[src/rtl/mc_axi4_cmd_pkg.sv]
// Shared types and encodings for the register-driven AXI4 command master.
package mc_axi4_cmd_pkg;

   typedef enum logic [2:0] {
      ST_IDLE    = 3'd0,
      ST_WR_AW_W = 3'd1,
      ST_WR_B    = 3'd2,
      ST_RD_AR   = 3'd3,
      ST_RD_R    = 3'd4
   } state_t;

   // Bit positions inside sr_mc_axi4_status
   localparam int STAT_BUSY_C    = 0;
   localparam int STAT_RESP_LO_C = 1;
   localparam int STAT_RESP_HI_C = 2;
   localparam int STAT_TMO_C     = 3;
   localparam int STAT_DROP_C    = 4;
   localparam int STAT_WR_PEND_C = 5;
   localparam int STAT_RD_PEND_C = 6;

   localparam logic [1:0] BURST_INCR_C  = 2'b01;
   localparam logic [1:0] RESP_OKAY_C   = 2'b00;
   localparam logic [1:0] RESP_SLVERR_C = 2'b10;

   // AxSIZE encoding for a full-width single beat
   function automatic logic [2:0] axsize_f(input int data_width);
      return 3'($clog2(data_width / 8));
   endfunction

endpackage

[src/rtl/mc_axi4_wr_channel_tracker.sv]
// Tracks AW and W channels of one write independently: each valid drops on
// its own handshake, done fires in the cycle the second channel completes.
module mc_axi4_wr_channel_tracker (
   input  logic clk,
   input  logic rst_n,
   input  logic start,
   input  logic awready,
   input  logic wready,
   output logic awvalid,
   output logic wvalid,
   output logic done
);

   logic aw_done;
   logic w_done;
   logic aw_hs;
   logic w_hs;

   assign aw_hs = awvalid & awready;
   assign w_hs  = wvalid & wready;
   // Both channels finished, either earlier or in this very cycle
   assign done  = (aw_done | aw_hs) & (w_done | w_hs);

   // Raise both valids at launch, retire each on its own handshake
   always_ff @(posedge clk or negedge rst_n) begin
      if (!rst_n) begin
         awvalid <= 1'b0;
         wvalid  <= 1'b0;
         aw_done <= 1'b0;
         w_done  <= 1'b0;
      end else if (start) begin
         awvalid <= 1'b1;
         wvalid  <= 1'b1;
         aw_done <= 1'b0;
         w_done  <= 1'b0;
      end else if (done) begin
         awvalid <= 1'b0;
         wvalid  <= 1'b0;
         aw_done <= 1'b0;
         w_done  <= 1'b0;
      end else begin
         if (aw_hs) begin
            awvalid <= 1'b0;
            aw_done <= 1'b1;
         end
         if (w_hs) begin
            wvalid <= 1'b0;
            w_done <= 1'b1;
         end
      end
   end

endmodule

[src/rtl/mc_axi4_cmd_master.sv]
// Single-beat AXI4 master: serialises register write/read command pulses onto
// one AXI4 port and reports read data, response and sticky flags.
module mc_axi4_cmd_master
   import mc_axi4_cmd_pkg::*;
#(
   parameter int AXI_ADDR_WIDTH_C = 32,
   parameter int AXI_DATA_WIDTH_C = 32,
   parameter int AXI_ID_WIDTH_C   = 4,
   parameter int AXI_ID_C         = 0,
   parameter int TIMEOUT_C        = 1024
) (
   input  logic                          clk,
   input  logic                          rst_n,
   input  logic [AXI_ADDR_WIDTH_C-1:0]   cr_axi_address,
   input  logic [AXI_DATA_WIDTH_C-1:0]   cr_wdata,
   input  logic                          cmd_mc_axi4_write,
   input  logic                          cmd_mc_axi4_read,
   input  logic                          cmd_mc_axi4_clear,
   output logic [AXI_DATA_WIDTH_C-1:0]   sr_mc_axi4_rdata,
   output logic [31:0]                   sr_mc_axi4_status,
   output logic [AXI_ID_WIDTH_C-1:0]     awid,
   output logic [AXI_ADDR_WIDTH_C-1:0]   awaddr,
   output logic [7:0]                    awlen,
   output logic [2:0]                    awsize,
   output logic [1:0]                    awburst,
   output logic                          awvalid,
   input  logic                          awready,
   output logic [AXI_DATA_WIDTH_C-1:0]   wdata,
   output logic [AXI_DATA_WIDTH_C/8-1:0] wstrb,
   output logic                          wlast,
   output logic                          wvalid,
   input  logic                          wready,
   input  logic [1:0]                    bresp,
   input  logic                          bvalid,
   output logic                          bready,
   output logic [AXI_ID_WIDTH_C-1:0]     arid,
   output logic [AXI_ADDR_WIDTH_C-1:0]   araddr,
   output logic [7:0]                    arlen,
   output logic [2:0]                    arsize,
   output logic [1:0]                    arburst,
   output logic                          arvalid,
   input  logic                          arready,
   input  logic [AXI_DATA_WIDTH_C-1:0]   rdata,
   input  logic [1:0]                    rresp,
   input  logic                          rlast,
   input  logic                          rvalid,
   output logic                          rready
);

   localparam int CNT_W = $clog2(TIMEOUT_C + 1);

   state_t           state;
   logic             wr_pend;
   logic             rd_pend;
   logic             drop;
   logic             tmo;
   logic [1:0]       resp_q;
   logic [CNT_W-1:0] cnt;

   logic wr_req;
   logic rd_req;
   logic launch_wr;
   logic launch_rd;
   logic wr_done;
   logic advance;
   logic drop_set;
   logic tmo_set;
   logic rlast_unused;

   // Single beat with arlen=0: rlast carries no extra information
   assign rlast_unused = rlast;

   assign awid    = AXI_ID_WIDTH_C'(AXI_ID_C);
   assign arid    = AXI_ID_WIDTH_C'(AXI_ID_C);
   assign awlen   = 8'd0;
   assign arlen   = 8'd0;
   assign awsize  = axsize_f(AXI_DATA_WIDTH_C);
   assign arsize  = axsize_f(AXI_DATA_WIDTH_C);
   assign awburst = BURST_INCR_C;
   assign arburst = BURST_INCR_C;
   assign wstrb   = '1;
   assign wlast   = 1'b1;

   // A same-cycle pulse launches directly without passing through the flag
   assign wr_req    = wr_pend | cmd_mc_axi4_write;
   assign rd_req    = rd_pend | cmd_mc_axi4_read;
   assign launch_wr = (state == ST_IDLE) & wr_req;
   assign launch_rd = (state == ST_IDLE) & ~wr_req & rd_req;

   // Handshake that moves the FSM to its next state
   assign advance = ((state == ST_WR_AW_W) & wr_done) |
                    ((state == ST_WR_B)    & bvalid)  |
                    ((state == ST_RD_AR)   & arready) |
                    ((state == ST_RD_R)    & rvalid);

   assign drop_set = (cmd_mc_axi4_write & wr_pend) | (cmd_mc_axi4_read & rd_pend);
   assign tmo_set  = (state != ST_IDLE) & ~advance & (cnt == CNT_W'(TIMEOUT_C - 1));

   mc_axi4_wr_channel_tracker u_wr_trk (
      .clk     (clk),
      .rst_n   (rst_n),
      .start   (launch_wr),
      .awready (awready),
      .wready  (wready),
      .awvalid (awvalid),
      .wvalid  (wvalid),
      .done    (wr_done)
   );

   // Transaction FSM with registered handshake outputs and captured results
   always_ff @(posedge clk or negedge rst_n) begin
      if (!rst_n) begin
         state            <= ST_IDLE;
         bready           <= 1'b0;
         arvalid          <= 1'b0;
         rready           <= 1'b0;
         awaddr           <= '0;
         araddr           <= '0;
         wdata            <= '0;
         sr_mc_axi4_rdata <= '0;
         resp_q           <= RESP_OKAY_C;
      end else begin
         case (state)
            ST_IDLE: begin
               if (launch_wr) begin
                  state  <= ST_WR_AW_W;
                  awaddr <= cr_axi_address;
                  wdata  <= cr_wdata;
               end else if (launch_rd) begin
                  state   <= ST_RD_AR;
                  arvalid <= 1'b1;
                  araddr  <= cr_axi_address;
               end
            end
            ST_WR_AW_W: begin
               if (wr_done) begin
                  state  <= ST_WR_B;
                  bready <= 1'b1;
               end
            end
            ST_WR_B: begin
               if (bvalid) begin
                  state  <= ST_IDLE;
                  bready <= 1'b0;
                  resp_q <= bresp;
               end
            end
            ST_RD_AR: begin
               if (arready) begin
                  state   <= ST_RD_R;
                  arvalid <= 1'b0;
                  rready  <= 1'b1;
               end
            end
            ST_RD_R: begin
               if (rvalid) begin
                  state            <= ST_IDLE;
                  rready           <= 1'b0;
                  sr_mc_axi4_rdata <= rdata;
                  resp_q           <= rresp;
               end
            end
            default: state <= ST_IDLE;
         endcase
      end
   end

   // Pending flags and sticky drop/timeout; a set event beats clear
   always_ff @(posedge clk or negedge rst_n) begin
      if (!rst_n) begin
         wr_pend <= 1'b0;
         rd_pend <= 1'b0;
         drop    <= 1'b0;
         tmo     <= 1'b0;
      end else begin
         if (launch_wr)              wr_pend <= 1'b0;
         else if (cmd_mc_axi4_write) wr_pend <= 1'b1;
         if (launch_rd)              rd_pend <= 1'b0;
         else if (cmd_mc_axi4_read)  rd_pend <= 1'b1;
         drop <= drop_set | (drop & ~cmd_mc_axi4_clear);
         tmo  <= tmo_set  | (tmo  & ~cmd_mc_axi4_clear);
      end
   end

   // Wait counter: restarts on every state-advancing handshake, saturates
   always_ff @(posedge clk or negedge rst_n) begin
      if (!rst_n) begin
         cnt <= '0;
      end else if ((state == ST_IDLE) || advance) begin
         cnt <= '0;
      end else if (cnt != CNT_W'(TIMEOUT_C)) begin
         cnt <= cnt + 1'b1;
      end
   end

   // Status word assembly
   always_comb begin
      sr_mc_axi4_status = '0;
      sr_mc_axi4_status[STAT_BUSY_C]                   = (state != ST_IDLE);
      sr_mc_axi4_status[STAT_RESP_HI_C:STAT_RESP_LO_C] = resp_q;
      sr_mc_axi4_status[STAT_TMO_C]                    = tmo;
      sr_mc_axi4_status[STAT_DROP_C]                   = drop;
      sr_mc_axi4_status[STAT_WR_PEND_C]                = wr_pend;
      sr_mc_axi4_status[STAT_RD_PEND_C]                = rd_pend;
   end

endmodule

[config.mk]
export PLATFORM = sky130hd
export DESIGN_NAME = mc_axi4_cmd_master
export DESIGN_NICKNAME = d
export VERILOG_FILES = /design/src/rtl/mc_axi4_cmd_pkg.sv /design/src/rtl/mc_axi4_wr_channel_tracker.sv /design/src/rtl/mc_axi4_cmd_master.sv
export SDC_FILE = /design/constraint.sdc
export NUM_CORES = 1
export LEC_CHECK = 0
export BUFFER_PORTS_ARGS = -buffer_cell sky130_fd_sc_hd__buf_2
export CORE_MARGIN = 1
export CORE_UTILIZATION = 37
export CTS_CLUSTER_SIZE = 20
export DETAILED_ROUTE_END_ITERATION = 8
export PLACE_DENSITY = 0.78
export SKIP_CTS_REPAIR_TIMING = 1
export SLEW_MARGIN = 15
export SYNTH_ARGS = -nofsm -noshare
export SYNTH_HDL_FRONTEND = slang
export SYNTH_SLANG_ARGS = --single-unit
[constraint.sdc]
create_clock -name clk -period 3.6 [get_ports clk]
set_input_delay 0.54 -clock clk [delete_from_list [all_inputs] [get_ports clk]]
set_output_delay 0.54 -clock clk [all_outputs]
set_load 0.02 [all_outputs]
== Word level (Yosys, flattened, before mapping) ==
Index checks and enable logic that the tools add are counted.
W data, S select, Z words.

* Add/subtract/negate cells: 1
* Multipliers: 0
* Div/mod/pow operators: 0
* $lt $le $gt $ge: 0
* Eq/ne operators: 13
* Shift operators: 0
* Multiplexer cells: 38
* Bitwise logic cells: 30
* Reduce and logical (&&, ||, !) cells: 20

{| class="wikitable"
|+ Operators with widths
! operator !! number
|-
| $mux W1 || 23
|-
| $mux W11 || 2
|-
| $mux W3 || 6
|-
| $and A1 B1 Y1 || 16
|-
| $pmux W3 S5 || 1
|-
| $reduce_bool A2 Y1 || 7
|-
| $ne A2 B2 Y1 const B || 6
|-
| $reduce_and A3 Y1 || 4
|-
| $add A11 B1 Y11 const B || 1
|-
| $eq A11 B10 Y1 const B || 1
|-
| $ne A11 B11 Y1 const B || 1
|-
| $or A1 B1 Y1 || 10
|-
| $reduce_bool A3 Y1 || 3
|-
| $eq A3 B2 Y1 const B || 2
|-
| $pmux W1 S2 || 3
|-
| $reduce_and A5 Y1 || 1
|-
| $mux W2 || 2
|-
| $not A1 Y1 || 4
|-
| $pmux W2 S2 || 1
|-
| $reduce_and A2 Y1 || 2
|-
| $reduce_and A4 Y1 || 1
|-
| $eq A3 B1 Y1 const B || 1
|-
| $eq A3 B3 Y1 const B || 1
|-
| $logic_not A3 Y1 || 1
|-
| 2 further kinds || 2
|}

* Flip-flop bits (word level): 155
* Latch bits: 0
* Memory bits (writable): 0
* ROM bits: 0
* Bits of input ports: 111
* Output and inout bits: 204
* Word-level logic and storage cells: 120
* Memories kept: 0

== Logic depth before layout (Yosys ltp) ==
* Depth in word-level cells: 11
* Mapped depth: 6
* Gate-level depth less buffers: 5

== Cells and area by module ==
From an unflattened synthesis, not the netlist that was laid out.

* Cell total of the unflattened synthesis: 471
* Area total of the unflattened synthesis: 6621.4 um^2

{| class="wikitable"
|+ By module, submodules not included
! module !! times used !! cells an instance !! area each (um^2) !! sequential area each (um^2)
|-
| mc_axi4_cmd_master || 1 || 456 || 6441.2 || 3778.6
|-
| mc_axi4_wr_channel_tracker || 1 || 15 || 180.2 || 100.1
|}

== Worst setup path before layout ==
OpenSTA, ideal clock, no wires.

* Path type: reg-to-reg
* Start point: reg state[0]
* End point: reg wdata[17]
* Library setup time: 0.125 ns
* Arrival: 1.617 ns
* Required time: 3.475 ns
* Setup slack: 1.858 ns
* Stages on the path, launching flop included: 7
* Clock period less this slack: 1.742 ns
* Cells stage by stage: dfrtp_1 -> buf_2 -> or2_2 -> nor3_2 -> buf_4 -> buf_6 -> mux2_2

* Cells in the longest elaborated chain, start to end: 3

{| class="wikitable"
|+ Ends and longest elaborated chain
! element !! line !! source
|-
| start, declared || mc_axi4_cmd_master.sv:52 || <nowiki>state_t state;</nowiki>
|-
| start signal, assigned || mc_axi4_cmd_master.sv:113 || <nowiki>state <= ST_IDLE;</nowiki>
|-
| start signal, assigned || mc_axi4_cmd_master.sv:126 || <nowiki>state <= ST_WR_AW_W;</nowiki>
|-
| start signal, assigned || mc_axi4_cmd_master.sv:130 || <nowiki>state <= ST_RD_AR;</nowiki>
|-
| $logic_not A3 Y1 (*) || mc_axi4_cmd_master.sv:87, mc_axi4_cmd_master.sv:123 ||
|-
| $and A1 B1 Y1 || mc_axi4_cmd_master.sv:87 || <nowiki>assign launch_wr = (state == ST_IDLE) & wr_req;</nowiki>
|-
| $reduce_and A2 Y1 (no source line) (*) || n/a ||
|-
| end signal, assigned || mc_axi4_cmd_master.sv:128 || <nowiki>wdata <= cr_wdata;</nowiki>
|-
| end, declared || mc_axi4_cmd_master.sv:28 || <nowiki>output logic [AXI_DATA_WIDTH_C-1:0] wdata,</nowiki>
|}

Mark *: on every way between the ends. The rest lies on a longest branch, timed or not.
A chain may end at the register's enable or synchronous reset.

== Worst setup path after layout ==
* Start point: reg state[2]
* End point: reg sr_mc_axi4_rdata[2]

* Cells in the longest elaborated chain, start to end: 2

{| class="wikitable"
|+ Ends and longest elaborated chain
! element !! line !! source
|-
| $eq A3 B3 Y1 || mc_axi4_cmd_master.sv:123 || <nowiki>case (state)</nowiki>
|-
| $reduce_and A2 Y1 (no source line) || n/a ||
|-
| end signal, assigned || mc_axi4_cmd_master.sv:159 || <nowiki>sr_mc_axi4_rdata <= rdata;</nowiki>
|-
| end, declared || mc_axi4_cmd_master.sv:19 || <nowiki>output logic [AXI_DATA_WIDTH_C-1:0] sr_mc_axi4_rdata,</nowiki>
|}

Every way passes these cells.

==> summary.md <==
| Metric | Value |
|---|---|
| R2r worst-path depth | `4` |
| Core Footprint | `0.01748 mm2` |
| Starting Density | `38.27%` |
| ANT nets after route | `0` |
| Initial DRC Count | `137` |
| Ys Warns | `0` |
| Bufs on Longest Clock Path | `2` |
| DRC Markers | `0` |
| H-tree depth | `4` |
| Initial antenna violation count | `1` |
| Status | `finished, final reports clean` |
| Largest cells by area after synthesis | `dfrtp_1, mux2_2, buf_4, buf_2, a211oi_1` |
| Avg Synthesized Cell Area | `13.96 um2` |
| Largest net degree at the start of global routing | `76` |
| Startpoint types | `flop` |
| Later-pin clock latency in the skew report | `0.42 ns` |
| Clock transition at path regs | `0.07 ns` |
| Layout cells sized above 1 | `58.41%` |
| Die width | `136.5 um` |
| Row count | `48` |
| Fin. max-slew vios | `0` |
| Number of vias per cell | `4.622` |
| Most frequent cells in the layout | `buf_2, dfrtp_1, mux2_2, conb_1, clkbuf_16` |
| Setup CP Type | `reg2reg` |
| Critical path peak fanout | `24` |
| Leak | `4.149 nW` |
| Area Overhead vs Synth | `26.51%` |
| Commonest non-fill, non-tap cell in the layout | `buf_2` |
| I/O pin cnt | `315` |
| Post-Syn Area | `0.006689 mm2` |
| First-pass GRT wire length | `22660 um` |
| Per-cell routed wire length | `14.78 um` |
| Final Cell Area | `0.008462 mm2` |
| R2r setup slk | `1.09 ns` |
| Final period util | `69.63%` |
| Async set or reset register ratio after synthesis | `100.0%` |
| First-pass DRT Iterations | `4` |
| Final Hold Viols | `0` |
| Arr. time, crit path | `2.80 ns` |
| Delay of the slowest critical-path stage | `0.55 ns` |
| Half-perimeter wire length after placement | `10530 um` |
| Synth Instances | `479` |
| Post-synth top area share | `57.99%` |
| Endpoint class of the critical path | `flop` |
| Number of synthesized register bits | `155` |
| Clock Skew | `0.01088 ns` |
| Full die area | `0.01862 mm2` |
| Worst-margin pin slew | `0.9997 ns` |
| Max cap viols | `0` |
| CTS buffer count | `17` |
| Slew HR | `33.06%` |
| Vias after detailed routing | `4479` |
| Grt ovf | `0` |
| Post-Route WL | `14320 um` |
| Top_reg_cell synth | `dfrtp_1` |
| # nets final | `843` |
| Worst vdd ir | `568.9 uV` |
| Final setup vio count | `0` |
| GP Congestion | `0.8062` |
| Synth cell types | `49` |
| Critical-path top delay cell | `dfrtp_1` |
| Setup TNS | `0 ns` |
| Unrepaired setup endpoints after global routing | `no` |
| TritonCTS clock tree | `done` |
| Area leader, netlist | `dfrtp_1` |
| Hold Path Class | `in2async` |
| CP required | `3.89 ns` |
| Critical-path cell list | `nor3b_1 -> and2_1 -> buf_4 -> mux2_2` |
| P per Cell Area | `973.1 mW/mm2` |
| Fmax | `0.3989 GHz` |
| Clk sinks | `155` |
| Post-DP Area | `0.007899 mm2` |
| Post-synth EDFFs | `0` |
| Number of global-route vias before repair | `4509` |
| Seq/Total Area, Yosys | `57.99%` |
| Period minus WS final | `2.507 ns` |
| I/O Buffers | `249` |
| Root Driver | `clkbuf_16` |
| Total Routing Usage GR | `16.06%` |
| Chip height | `136.5 um` |
## power breakdown
group | switching [mW] | leakage [nW] | internal [mW]
combinational | 2.05 | 2.00 | 1.49
sequential | 0.432 | 1.88 | 2.56
clock | 0.760 | 0.267 | 0.940
total | 3.24 | 4.15 | 4.99
## state kept, by name (all words and copies together) (netlist names), 2 cells and up
| signal | count |
|---|---|
| araddr | 32 |
| sr_mc_axi4_rdata | 32 |
| awaddr | 32 |
| wdata | 32 |
| cnt | 11 |
| state | 3 |
| resp_q | 2 |
## cell families after synthesis
logic type | synth area share [%]
compound gates | 4.022
xor+xnor | 0.2619
fa+ha+maj | 0.3741
buf+inv | 10.03
flops | 57.99
mux | 22.39
other cells | 0.1123
simple gates | 4.826
## path summary, 6_finish.rpt
| kind | start | to |
|---|---|---|
| setup reg to reg | state[2] | sr_mc_axi4_rdata[2] |
| max in group asynchronous | rst_n | rready |
| hold / removal | rst_n | araddr[27] |
| min in group clk | cmd_mc_axi4_clear | drop |
| hold reg to reg | sr_mc_axi4_rdata[10] | sr_mc_axi4_rdata[10] |
| setup / recovery | state[2] | sr_mc_axi4_rdata[2] |
## cell usage after synthesis, types with 4 or more instances
library cell / count
dfrtp_1: 155
o21ai_0: 7
a211oi_1: 7
o31ai_1: 6
nand2b_1: 4
buf_4: 72
mux2_2: 132
buf_2: 11
inv_1: 10
nor3_1: 4
nand2_1: 6
nand3_1: 5
## worst max-delay path: cells and delay by family, from the launching register on
family	cells	cell delay [ns]
and+or+nand+nor	2	1.05
muxes	1	0.38
DFF	1	0.55
buffers and inverters	1	0.39
## stage by stage
| stage | util [%] | setup WS [ns] | cells | hold slack, ns | total power, mW |
|---|---|---|---|---|---|
| finish | 48.42 | 1.093 | 969 | 0.1140 | 8.235 |
| global route | 48.40 | 0.8832 | 968 | 0.1599 | 8.728 |
| CTS | 48.40 | 1.082 | 968 | 0.1368 | 8.341 |
| detailed placement | 45.20 | 1.096 | 936 | 0.4870 | 6.613 |
| global placement | 45.20 | 1.158 | 936 | 0.4671 | 6.502 |
| floorplan | - | 1.858 | 541 | 0.2444 | 5.472 |
## per-layer routing
metal,vias up,GRT usage [%],part of all wire [%]
li1,2061,-,-
met1,2183,18.72,40
met2,220,26.93,50
met3,13,6.749,9.1
met4,2,4.444,0.83
met5,-,0,0.063
## cell type report
type / instances / area (um2)
repair buffers: 257 / 1313
clock inverters: 12 / 103.9
fillers: 1582 / 9015
diodes: 1 / 2.502
well taps: 225 / 281.5
inverters: 10 / 37.54
multi-input cells: 289 / 2389
clock buffers: 20 / 456.7
flip-flops and latches: 155 / 3879
(Power assumes the default switching activity.)
